**config.mk**
```make
export PLATFORM = sky130hd
export DESIGN_NAME = jtkunio_gfx_arb
export DESIGN_NICKNAME = d
export VERILOG_FILES = /design/src/rtl/jtkunio_gfx_pkg.sv /design/src/rtl/jtkunio_gfx_slot.sv /design/src/rtl/jtkunio_gfx_arb.sv
export SDC_FILE = /design/constraint.sdc
export NUM_CORES = 1
export LEC_CHECK = 0
export ABC_AREA = 1
export BUFFER_PORTS_ARGS = -buffer_cell sky130_fd_sc_hd__buf_4
export CORE_ASPECT_RATIO = 0.7
export CORE_UTILIZATION = 35
export CTS_CLUSTER_DIAMETER = 150
export CTS_CLUSTER_SIZE = 12
export DETAILED_ROUTE_END_ITERATION = 8
export RECOVER_POWER = 100
export SLEW_MARGIN = 5
export SYNTH_ARGS = -nofsm -noshare
export SYNTH_HDL_FRONTEND = slang
export SYNTH_HIERARCHICAL = 1
export SYNTH_SLANG_ARGS = --single-unit
```
**constraint.sdc**
```tcl
create_clock -name clk -period 1.65 [get_ports clk]
set_clock_uncertainty 0.15 [all_clocks]
set_input_delay 0.33 -clock clk [delete_from_list [all_inputs] [get_ports clk]]
set_output_delay 0.33 -clock clk [all_outputs]
set_load 0.02 [all_outputs]
```
**src/rtl/jtkunio_gfx_pkg.sv**
```systemverilog
// Shared constants for the Kunio graphics ROM arbiter: requester ids,
// arbiter state encoding and the default ROM region offsets.
package jtkunio_gfx_pkg;

  // Requester identifiers, also the fixed priority order (lowest wins).
  localparam logic [1:0] ID_SCR = 2'd0;
  localparam logic [1:0] ID_OBJ = 2'd1;
  localparam logic [1:0] ID_CHR = 2'd2;

  // Arbiter FSM states.
  localparam logic [1:0] ST_IDLE   = 2'd0;
  localparam logic [1:0] ST_SETTLE = 2'd1;
  localparam logic [1:0] ST_WAIT   = 2'd2;

  // Default base of each layer inside the 18-bit ROM word space.
  localparam logic [17:0] DEF_SCR_OFFSET = 18'h00000;
  localparam logic [17:0] DEF_OBJ_OFFSET = 18'h20000;
  localparam logic [17:0] DEF_CHR_OFFSET = 18'h30000;

endpackage

```
**src/rtl/jtkunio_gfx_slot.sv**
```systemverilog
// One-entry cache for a single tile fetcher. Remembers the last fetched
// address and word, reports a hit as ok and a miss as pending.
module jtkunio_gfx_slot
  import jtkunio_gfx_pkg::*;
(
  input  logic        rst,
  input  logic        clk,
  input  logic        cs,
  input  logic [16:0] addr,
  input  logic        clr,        // arbiter picked this slot: drop the entry
  input  logic        fill,       // downstream word arrived for this slot
  input  logic [16:0] fill_addr,
  input  logic [31:0] fill_data,
  output logic [31:0] data,
  output logic        ok,
  output logic        pending
);

  logic [16:0] last_q, last_d;
  logic        valid_q, valid_d;
  logic [31:0] data_q, data_d;
  logic        hit;

  // Entry update: a fill wins over a clear (they never coincide in practice).
  always_comb begin
    last_d  = last_q;
    valid_d = valid_q;
    data_d  = data_q;
    if (clr) begin
      valid_d = 1'b0;
    end
    if (fill) begin
      valid_d = 1'b1;
      last_d  = fill_addr;
      data_d  = fill_data;
    end
  end

  // Entry registers, cleared asynchronously so no stale word survives reset.
  always_ff @(posedge clk or posedge rst) begin
    if (rst) begin
      last_q  <= '0;
      valid_q <= 1'b0;
      data_q  <= '0;
    end else begin
      last_q  <= last_d;
      valid_q <= valid_d;
      data_q  <= data_d;
    end
  end

  // The stored word is only ever flagged against the address it came from.
  assign hit     = valid_q & (addr == last_q);
  assign ok      = cs & hit;
  assign pending = cs & ~hit;
  assign data    = data_q;

endmodule

```
**src/rtl/jtkunio_gfx_arb.sv**
```systemverilog
// Shares one 32-bit graphics ROM port between the scroll, object and char
// tile fetchers. Fixed priority scr > obj > chr; each layer sees its own
// cached address/data/ok interface.
module jtkunio_gfx_arb
  import jtkunio_gfx_pkg::*;
#(
  parameter int            AW         = 18,
  parameter logic [AW-1:0] SCR_OFFSET = DEF_SCR_OFFSET,
  parameter logic [AW-1:0] OBJ_OFFSET = DEF_OBJ_OFFSET,
  parameter logic [AW-1:0] CHR_OFFSET = DEF_CHR_OFFSET
) (
  input  logic          rst,
  input  logic          clk,
  input  logic [16:0]   scr_addr,
  input  logic          scr_cs,
  output logic [31:0]   scr_data,
  output logic          scr_ok,
  input  logic [16:0]   obj_addr,
  input  logic          obj_cs,
  output logic [31:0]   obj_data,
  output logic          obj_ok,
  input  logic [14:0]   chr_addr,
  input  logic          chr_cs,
  output logic [31:0]   chr_data,
  output logic          chr_ok,
  output logic [AW-1:0] rom_addr,
  output logic          rom_cs,
  input  logic [31:0]   rom_data,
  input  logic          rom_ok
);

  logic [1:0]    state_q, state_d;
  logic [1:0]    id_q, id_d;
  logic [16:0]   lat_q, lat_d;
  logic [AW-1:0] rom_addr_q, rom_addr_d;
  logic          rom_cs_q, rom_cs_d;

  logic [16:0]   chr_addr_ext;
  logic          scr_pend, obj_pend, chr_pend;
  logic          scr_clr, obj_clr, chr_clr;
  logic          done;

  assign chr_addr_ext = {2'b00, chr_addr};

  // A fill happens on the cycle WAIT sees rom_ok; SETTLE masks stale ok.
  assign done = (state_q == ST_WAIT) & rom_ok;

  // Arbiter next-state: pick a pending layer, then hold until rom_ok.
  always_comb begin
    state_d    = state_q;
    id_d       = id_q;
    lat_d      = lat_q;
    rom_addr_d = rom_addr_q;
    rom_cs_d   = rom_cs_q;
    scr_clr    = 1'b0;
    obj_clr    = 1'b0;
    chr_clr    = 1'b0;
    case (state_q)
      ST_IDLE: begin
        rom_cs_d = 1'b0;
        if (scr_pend) begin
          id_d       = ID_SCR;
          lat_d      = scr_addr;
          rom_addr_d = SCR_OFFSET + AW'(scr_addr);
          rom_cs_d   = 1'b1;
          scr_clr    = 1'b1;
          state_d    = ST_SETTLE;
        end else if (obj_pend) begin
          id_d       = ID_OBJ;
          lat_d      = obj_addr;
          rom_addr_d = OBJ_OFFSET + AW'(obj_addr);
          rom_cs_d   = 1'b1;
          obj_clr    = 1'b1;
          state_d    = ST_SETTLE;
        end else if (chr_pend) begin
          id_d       = ID_CHR;
          lat_d      = chr_addr_ext;
          rom_addr_d = CHR_OFFSET + AW'(chr_addr_ext);
          rom_cs_d   = 1'b1;
          chr_clr    = 1'b1;
          state_d    = ST_SETTLE;
        end
      end
      ST_SETTLE: begin
        state_d = ST_WAIT;
      end
      ST_WAIT: begin
        if (rom_ok) begin
          rom_cs_d = 1'b0;
          state_d  = ST_IDLE;
        end
      end
      default: begin
        rom_cs_d = 1'b0;
        state_d  = ST_IDLE;
      end
    endcase
  end

  // Arbiter registers; reset drops rom_cs at once, even mid-transfer.
  always_ff @(posedge clk or posedge rst) begin
    if (rst) begin
      state_q    <= ST_IDLE;
      id_q       <= ID_SCR;
      lat_q      <= '0;
      rom_addr_q <= '0;
      rom_cs_q   <= 1'b0;
    end else begin
      state_q    <= state_d;
      id_q       <= id_d;
      lat_q      <= lat_d;
      rom_addr_q <= rom_addr_d;
      rom_cs_q   <= rom_cs_d;
    end
  end

  assign rom_addr = rom_addr_q;
  assign rom_cs   = rom_cs_q;

  jtkunio_gfx_slot u_scr (
    .rst       (rst),
    .clk       (clk),
    .cs        (scr_cs),
    .addr      (scr_addr),
    .clr       (scr_clr),
    .fill      (done & (id_q == ID_SCR)),
    .fill_addr (lat_q),
    .fill_data (rom_data),
    .data      (scr_data),
    .ok        (scr_ok),
    .pending   (scr_pend)
  );

  jtkunio_gfx_slot u_obj (
    .rst       (rst),
    .clk       (clk),
    .cs        (obj_cs),
    .addr      (obj_addr),
    .clr       (obj_clr),
    .fill      (done & (id_q == ID_OBJ)),
    .fill_addr (lat_q),
    .fill_data (rom_data),
    .data      (obj_data),
    .ok        (obj_ok),
    .pending   (obj_pend)
  );

  jtkunio_gfx_slot u_chr (
    .rst       (rst),
    .clk       (clk),
    .cs        (chr_cs),
    .addr      (chr_addr_ext),
    .clr       (chr_clr),
    .fill      (done & (id_q == ID_CHR)),
    .fill_addr (lat_q),
    .fill_data (rom_data),
    .data      (chr_data),
    .ok        (chr_ok),
    .pending   (chr_pend)
  );

endmodule

```
==> impl_metrics.tcl <==
set metrics [dict create \
    outcome "finished with violations" \
    violations "negative setup slack" \
    setup_ws_ps -594 \
    synth-simple-area-share_pct 34.3 \
    fillers 2191 \
    setup_viol 73 \
    ys.warnings.count 6 \
    p_int_mw 13.1 \
    netSwitchingPower_mw 10.0 \
    dr_total_vias 9133 \
    crit_chain "xnor2_2, buf_4, nand3_2, nor2_2, nand3_1, nor2_1, buf_4" \
    core-area_mm2 0.0237 \
    yosysSeqAreaShare_pct 51.3 \
    fin_nets 1687 \
    clk_latency_ps 440 \
    synth_top_family_by_area "simple AND/OR/NAND/NOR gates" \
    syn_avg_cell_area_um2 7.32 \
    cts_root_buffer "clkbuf_16" \
    hpwl_mm 21.9 \
    synth.area.mux_share_pct 0 \
    final_util_pct 56.8 \
    area_growth_pct 58.7 \
    io_buffers 204 \
    start_util_pct 35.8 \
    drtIter0Drc 751 \
    synth_adder_area_share_pct 0 \
    numCtsBuffers 17 \
    synth-xor-area-share_pct 0.929 \
    power_frac_seq_pct 33.0 \
    relSlewSlack_pct 42.1 \
    cap_violations 0 \
    start_kind "flop" \
    track_usage_pct 25.8 \
    cp_max_fo 2 \
    grt_pass1_vias 8762 \
    fin_crit_sh_pct 136 \
    cts_tree "built" \
    gp_congestion 0.944 \
    antenna_found_initial 0 \
    routedWlPerCell_um 16.9 \
    fin_crit_ps 2240 \
    dieArea_mm2 0.0249 \
    ios 205 \
    worstMarginPinSlew_ps 868 \
    drt_wl_total_mm 32.7 \
    cp_num_buf_inv 2 \
    synth_area_mm2 0.00848 \
    min_path_type "primary input to flop" \
    slew_viol_final 0 \
    pwr-share-comb_pct 49.4 \
    peakVddDrop_v 0.000962 \
    ys_ff_latch 174 \
    die_y_um 132 \
    grt_pass1_wl_mm 49.2 \
    critical_path.top_delay_family "flip-flops" \
    htreeDepth 4 \
    ant_nets 0 \
    drtPass1Iterations 8 \
    synth-compound-area-share_pct 3.89 \
    drc 0 \
    leakage_nw 7.22 \
    hold_ws_ps 5.91 \
    syn_inst 1158 \
    crit_path_max_incr_delay_ps 410 \
    path_class "flop to primary output" \
    rsz0062_at_grt "true" \
    diodes 0 \
    slowest_stage "dfrtp_1" \
    pwr-share-clk_pct 17.6 \
    critical_path_required_ps 1170 \
    hold_viol_final 0 \
    grt_max_degree 36 \
    cp_common_cell "buf_4" \
    rows 47 \
    viasPerCell 4.73 \
    p_per_area_mw_per_mm2 1720 \
    final_layout_size_suffix_gt1_share_pct 35.0 \
    p_sw_share_pct 43.3 \
    clk_pin_slew_ps 70 \
    max_freq_mhz 446 \
    arrival_ps 1760 \
    crit_path_end_kind "primary output" \
    clock_path_buffers 2 \
    grt_remaining_overflow 0 \
    synth.distinct_cells 23 \
    cts.sinks 174 \
    die_x_um 188 \
]
power by group through the flow:
stage	sequential, mW	clock [mW]	combinational, mW
floorplan	8.60	0	3.98
finish	7.63	4.06	11.4
detailed placement	7.58	0	10.2
CTS	7.62	4.11	11.5
global placement	7.57	0	10.0
global route	7.86	4.30	12.4
repair_timing:
action / in CTS / in global routing
buffers inserted: 34 / 17
hold buffers: 33 / 0
cloned: 7 / 3
pin swaps: 36 / 62
endpoints found under the setup margin: 136 / 147
gates resized for setup: 121 / 117
endpoints found under the hold margin: 270 / 0
routing by layer:
metal  routed length, um  vias up  track usage (%)  share of wire [%]
li1                    -     4377                -                  -
met1               14100     4318             35.9                 43
met2               14600      390             38.4                 45
met3                3300       48             8.44                 10
met4                 669        0             7.14                2.0
met5                   0        -                0                  0
sequential cells by signal (all words and copies together) (netlist names), 2 cells and up:
| name | flops |
|---|---|
| lat_q | 17 |
| u_obj/last_q | 17 |
| u_scr/last_q | 17 |
| u_scr/data | 32 |
| u_chr/last_q | 17 |
| rom_addr | 2 |
| id_q | 2 |
| state_q | 2 |
| u_chr/data | 32 |
| u_obj/data | 32 |
synthesized netlist by cell type:
cell type / count / area (um^2)
xnor2_1: 9 / 78.8
nand4_1: 3 / 18.8
nand2_2: 1 / 6.26
dfrtp_1: 174 / 4350
o21ai_0: 52 / 260
nor2_4: 2 / 22.5
clkbuf_1: 4 / 15.0
inv_1: 112 / 420
nand2_1: 596 / 2240
buf_6: 2 / 22.5
buf_4: 28 / 210
nand3_1: 67 / 335
conb_1: 1 / 3.75
nand3b_1: 3 / 22.5
a21oi_2: 1 / 8.76
inv_2: 5 / 18.8
o21ai_1: 1 / 5.00
a21oi_1: 6 / 30.0
nand2_4: 3 / 33.8
buf_2: 23 / 115
nor3_1: 2 / 10.0
nor2_1: 60 / 225
o21ai_2: 3 / 26.3
stage by stage:
stage | worst slack, ps | cells | setup TNS [ps] | cell area [um^2] | total power [mW]
final | -594 | 1931 | -12360 | 13500 | 23.1
after global routing | -670 | 1931 | -26190 | 13500 | 24.6
after CTS | -589 | 1920 | -8780 | 13400 | 23.3
after detailed placement | -474 | 1815 | -18950 | 11600 | 17.7
after global placement | -434 | 1815 | -14930 | 11600 | 17.6
after floorplan | -86.0 | 1163 | -1040 | 8520 | 12.6
path summary, 6_finish.rpt:
path | from | endpoint | cells past startpoint | slack (ps)
worst max-delay path | u_obj/last_q[8] | obj_ok | 7 | -590
worst min-delay path | rom_ok | state_q[1] | 2 | 6
worst max register to register | u_obj/last_q[8] | lat_q[3] | 12 | -440
worst min register to register | u_obj/data[19] | u_obj/data[19] | 2 | 320
max in group asynchronous | rst | u_obj/data[22] | 4 | -10
min in group asynchronous | rst | u_obj/last_q[2] | 4 | 630
layout make-up:
| type | count | area, um^2 | share of cell area, % |
|---|---|---|---|
| sequential | 174 | 4360 | 32.4 |
| clock inverter | 12 | 126 | 0.939 |
| inverter | 117 | 470 | 3.49 |
| timing repair buffer | 472 | 3690 | 27.4 |
| multi-input combinational | 818 | 3970 | 29.5 |
| clock buffer | 20 | 447 | 3.32 |
| tap | 318 | 398 | 2.96 |
cell usage in the layout, fill, tap and decap left out, drive strengths merged:
cell and instances:
nand2 603, buf 318, dfrtp 174, clkbuf 141
inv 119, nand3 67, nor2 62, o21ai 56
dlygate4sd3 33, xnor2 9, clkinvlp 7, a21oi 7
conb 6, nand4 3, nand3b 3, nor3 2
clkinv 2, bufinv 1
kinds of logic after synthesis:
group	count (synthesis)
buffers and inverters	174
xor gates and xnor gates	9
AOI/OAI and AO/OA	63
DFF	174
other	1
and+or+nand+nor	737
(Power assumes the default switching activity.)
